<file path="src/rtl/fabosc_clken_gen.sv">
// fabosc_clken_gen: NCH programmable single-cycle clock-enable strobes
// derived from the 50 MHz fabric oscillator clock, with double-buffered
// divide-ratio updates so a running period is never truncated.
//
// Parameters:
//   NCH     number of enable channels (1..16)
//   DIVW    divide-register width
//   DEF_DIV reset divide value (period DEF_DIV+1 cycles)
// Ports:
//   CLK     fabric oscillator clock (single domain)
//   RST     asynchronous active-high reset, released on the next CLK edge
//   WR_EN   divide-register write strobe
//   WR_CH   channel index for the write (out-of-range indices ignored)
//   WR_DIV  new divide value D, period D+1 cycles
//   CH_EN   per-channel run enable
//   SYNC    global counter restart (only with FABOSC_CLKEN_SYNC_EN)
//   CLKEN   registered one-cycle enable strobes
//   PEND    per-channel divide update pending
// Optional feature macro: FABOSC_CLKEN_SYNC_EN adds the SYNC port.

module fabosc_clken_gen #(
   parameter int unsigned NCH     = 4,
   parameter int unsigned DIVW    = 16,
   parameter int unsigned DEF_DIV = 49
) (
   input  logic                                 CLK,
   input  logic                                 RST,
   input  logic                                 WR_EN,
   input  logic [((NCH > 1) ? $clog2(NCH) : 1)-1:0] WR_CH,
   input  logic [DIVW-1:0]                      WR_DIV,
   input  logic [NCH-1:0]                       CH_EN,
`ifdef FABOSC_CLKEN_SYNC_EN
   input  logic                                 SYNC,
`endif
   output logic [NCH-1:0]                       CLKEN,
   output logic [NCH-1:0]                       PEND
);

   localparam int unsigned CHW = (NCH > 1) ? $clog2(NCH) : 1;
   localparam logic [DIVW-1:0] DEF = DIVW'(DEF_DIV);

   // Reset asserts immediately; rst_q clears on the first CLK edge after
   // RST falls, so every channel leaves reset on a clean edge.
   logic rst_q;

   always_ff @(posedge CLK or posedge RST) begin
      if (RST) rst_q <= 1'b1;
      else     rst_q <= 1'b0;
   end

   logic sync_w;

`ifdef FABOSC_CLKEN_SYNC_EN
   assign sync_w = SYNC;
`else
   assign sync_w = 1'b0;
`endif

   for (genvar i = 0; i < NCH; i++) begin : g_ch
      logic [DIVW-1:0] cnt_q;
      logic [DIVW-1:0] act_q;
      logic [DIVW-1:0] pnd_q;
      logic [DIVW-1:0] eff;
      logic            clken_q;
      logic            pend_q;
      logic            wr_hit;
      logic            tc;
      logic            reload;

      assign wr_hit = WR_EN && (WR_CH == CHW'(i));
      // A pending value takes effect on the reload that consumes it.
      assign eff    = pend_q ? pnd_q : act_q;
      assign tc     = CH_EN[i] && (cnt_q == '0);
      // Disabled channels reload every cycle so re-enable starts a full
      // period; SYNC forces the same reload on every channel.
      assign reload = sync_w || !CH_EN[i] || tc;

      always_ff @(posedge CLK or posedge rst_q) begin
         if (rst_q) begin
            cnt_q   <= DEF;
            act_q   <= DEF;
            pnd_q   <= DEF;
            clken_q <= 1'b0;
            pend_q  <= 1'b0;
         end else begin
            clken_q <= tc && !sync_w;
            if (reload) begin
               cnt_q <= eff;
               if (pend_q) begin
                  act_q  <= pnd_q;
                  pend_q <= 1'b0;
               end
            end else begin
               cnt_q <= cnt_q - DIVW'(1);
            end
            // Write after apply: a coincident write is held for the
            // next reload rather than altering this one.
            if (wr_hit) begin
               pnd_q  <= WR_DIV;
               pend_q <= 1'b1;
            end
         end
      end

      assign CLKEN[i] = clken_q;
      assign PEND[i]  = pend_q;
   end

endmodule

</file>
<file path="config.mk">
export PLATFORM = sky130hd
export DESIGN_NAME = fabosc_clken_gen
export DESIGN_NICKNAME = d
export VERILOG_FILES = /design/src/rtl/fabosc_clken_gen.sv
export SDC_FILE = /design/constraint.sdc
export NUM_CORES = 1
export LEC_CHECK = 0
export ABC_CLOCK_PERIOD_IN_PS = 8700
export CAP_MARGIN = 20
export CORE_ASPECT_RATIO = 0.8
export CORE_UTILIZATION = 55
export DETAILED_ROUTE_END_ITERATION = 12
export GPL_ROUTABILITY_DRIVEN = 1
export GPL_TIMING_DRIVEN = 1
export MAX_ROUTING_LAYER = met4
export PLACE_DENSITY = 0.73
export SLEW_MARGIN = 10
export SYNTH_ARGS = -nofsm -noshare
export SYNTH_HDL_FRONTEND = slang
export SYNTH_SLANG_ARGS = --single-unit
</file>
<file path="constraint.sdc">
create_clock -name CLK -period 8.7 [get_ports CLK]
set_input_delay 2.61 -clock CLK [delete_from_list [all_inputs] [get_ports CLK]]
set_output_delay 2.61 -clock CLK [all_outputs]
set_load 0.02 [all_outputs]
</file>
==> results_dict.tcl <==
set metrics [dict create \
    clock_path_buffers 3 \
    grt_overflow 0 \
    fin_crit_ns 4.83 \
    slew_viol_final 0 \
    cp-start-kind "flip-flop" \
    io_buffer_count 32 \
    worstHoldPathType "flip-flop to asynchronous set/reset pin" \
    routed_wl_um 17900 \
    die_w_um 147 \
    max_cap_violations 0 \
    first_iter_violations 288 \
    internal_power_mw 2.10 \
    core-area_um2 16500 \
    cts-resized-gates 0 \
    worstPathArrival_ns 2.22 \
    syn_to_final_growth_pct 12.4 \
    postCtsSetupBuffers 0 \
    drc 0 \
    die_h_um 118 \
    synth_edf_count 0 \
    grt_usage 0.225 \
    cts_buffers 21 \
    p_sw_mw 0.841 \
    run_status "complete, no violations" \
    netlist_instances 742 \
    start_util 0.563 \
    synth_cell_types 51 \
    cp-end-kind "primary output" \
    cp_slowest_cell "dfrtp_1" \
    relSlewSlack 0.326 \
    synth_area_um2 9280 \
    postSynthAreaPerCell_um2 12.5 \
    synth_flop_cell "dfrtp_1" \
    final.setup_skew_ns 0.00890 \
    vias 5625 \
    dp_hpwl_um 11700 \
    utilization 0.632 \
    critPathMaxFanout 19 \
    final_cell_mix "164 x dfrtp_1, 144 x mux2_2, 47 x nand2_1" \
    crit_family "flip-flops" \
    worst_ep_required_time_ns 6.09 \
    rsz0062_at_grt "no" \
    setup_tns_ns 0 \
    fin_nets 795 \
    seqPwrFrac 0.503 \
    gp_congestion 0.794 \
    p_per_area_nw_per_um2 282 \
    yosys_register_bits 201 \
    wire_per_inst_um 17.9 \
    grt_pass1_wl_um 30200 \
    hold_violations 0 \
    worst_pin_slew_ns 0.996 \
    worstPathBufferInverterCount 1 \
    path_class "flip-flop to primary output" \
    setup_viol_count_final 0 \
    ctsHtreeMaxLevel 1 \
    report.power.total_mw 2.94 \
    rows 42 \
    ys_async_sr_fraction 1.00 \
    holdBufCountCts 0 \
    peakVddDrop_mv 0.214 \
    routed_via_density 5.63 \
    clk_latency_ns 0.49 \
    ioPinCount 33 \
    grt_antenna_before_repair 0 \
    dieArea_um2 17400 \
    power.leakage_nw 4.25 \
    diodes 0 \
    cts_tree "done" \
    grt_pass1_vias 5875 \
    clock-sinks 201 \
    synth-seq-area-share 0.547 \
    synth_warnings 0 \
    clk_pin_slew_worst_paths_ns 0.06 \
    p_clk_frac 0.292 \
    drt_first_pass_iters 5 \
    crit_path_max_incr_delay_ns 0.97 \
    grt_max_degree 116 \
    drive_above_1_share 0.304 \
    clock-root-buffer "clkbuf_16" \
    final_common_cell "dfrtp_1" \
    combinationalPowerShare 0.205 \
    critical_path.cell_chain "clkdlybuf4s50_1" \
    fin_crit_sh 0.555 \
    netSwitchingFraction 0.286 \
    fmax_ghz 0.207 \
    drt.antenna.violating_nets 0 \
    syn_nets 771 \
]
Yosys cell counts (3+ instances only):
cell type	number	area, um^2
a22oi_1	5	37.5
nor2b_1	3	18.8
mux2_1	10	113
mux2i_1	38	380
nor4_1	8	50.1
xnor2_1	21	184
ha_1	4	50.1
nor3b_1	6	45.0
or4_1	5	37.5
nand3b_1	4	30.0
nor3_1	11	55.1
mux2_2	144	1620
nor4b_1	3	26.3
clkbuf_1	20	75.1
dfstp_2	37	972
inv_1	16	60.1
buf_4	13	97.6
xor2_1	26	228
nand3_1	6	30.0
nor4_2	3	37.5
and2_1	4	25.0
nand2_1	47	176
dfrtp_1	164	4100
o21ai_0	31	155
a21oi_1	32	160
nor2_1	45	169
flip-flops by register name, indices dropped and copies added (netlist names):
name          flops
g_ch.act_q       64
g_ch.clken_q      4
g_ch.cnt_q       64
g_ch.pend_q       4
g_ch.pnd_q       64
rst_q             1
area by class of cell:
type | instances | area (um^2)
clock inverter | 6 | 57.6
clock buffer | 31 | 603
timing repair buffer | 40 | 404
sequential | 201 | 5080
multi-input combinational | 486 | 3950
inverter | 16 | 67.6
tap | 220 | 275
fill | 1253 | 6070
worst paths after layout:
| kind | from | end | slack (ns) | depth (start not counted) |
|---|---|---|---|---|
| worst max register to register | g_ch[0].cnt_q[3]$_DFF_PP0_ | g_ch[0].act_q[1]$_DFFE_PP0P_ | 5.77 | 6 |
| worst max-delay path | g_ch[3].pend_q$_DFFE_PP0P_ | PEND[3] | 3.87 | 1 |
| max in group asynchronous | RST | rst_q$_DFF_PP1_ | 6.26 | 2 |
| min in group CLK | g_ch[1].act_q[8]$_DFFE_PP0P_ | g_ch[1].act_q[8]$_DFFE_PP0P_ | 0.49 | 1 |
| worst min-delay path | rst_q$_DFF_PP1_ | g_ch[2].act_q[1]$_DFFE_PP0P_ | 0.41 | 1 |
| worst min register to register | rst_q$_DFF_PP1_ | g_ch[2].act_q[1]$_DFFE_PP0P_ | 0.41 | 1 |
metrics by stage:
stage	instance area, um^2	hold WS [ns]	std cells	worst slack (ns)
global route	10400	0.503	1000	3.77
global placement	9730	0.430	960	4.06
floorplan	9280	0.454	742	2.98
detailed placement	9730	0.449	961	3.98
CTS	10400	0.455	998	3.84
finish	10400	0.413	1000	3.87
metal layers:
layer | vias to the layer above | GRT usage | wire (um)
li1 | 2656 | - | -
met1 | 2863 | 0.312 | 8210
met2 | 74 | 0.349 | 8580
met3 | 32 | 0.0359 | 640
met4 | 0 | 0.0554 | 426
met5 | - | - | 0
power groups by stage:
stage | Sequential (mW) | Combinational, mW | Clock [mW]
global route | 1.52 | 0.678 | 0.917
CTS | 1.48 | 0.612 | 0.876
detailed placement | 1.49 | 0.606 | 0
finish | 1.48 | 0.602 | 0.859
floorplan | 1.42 | 0.501 | 0
global placement | 1.47 | 0.575 | 0
logic make-up after synthesis:
group,synth area share
mux,0.228
xor+xnor,0.0443
flops,0.547
simple gates,0.0919
other cells,0.000404
fa+ha+maj,0.00539
compound gates,0.0539
buf+inv,0.0294
Power figures use the tool's default switching activity.
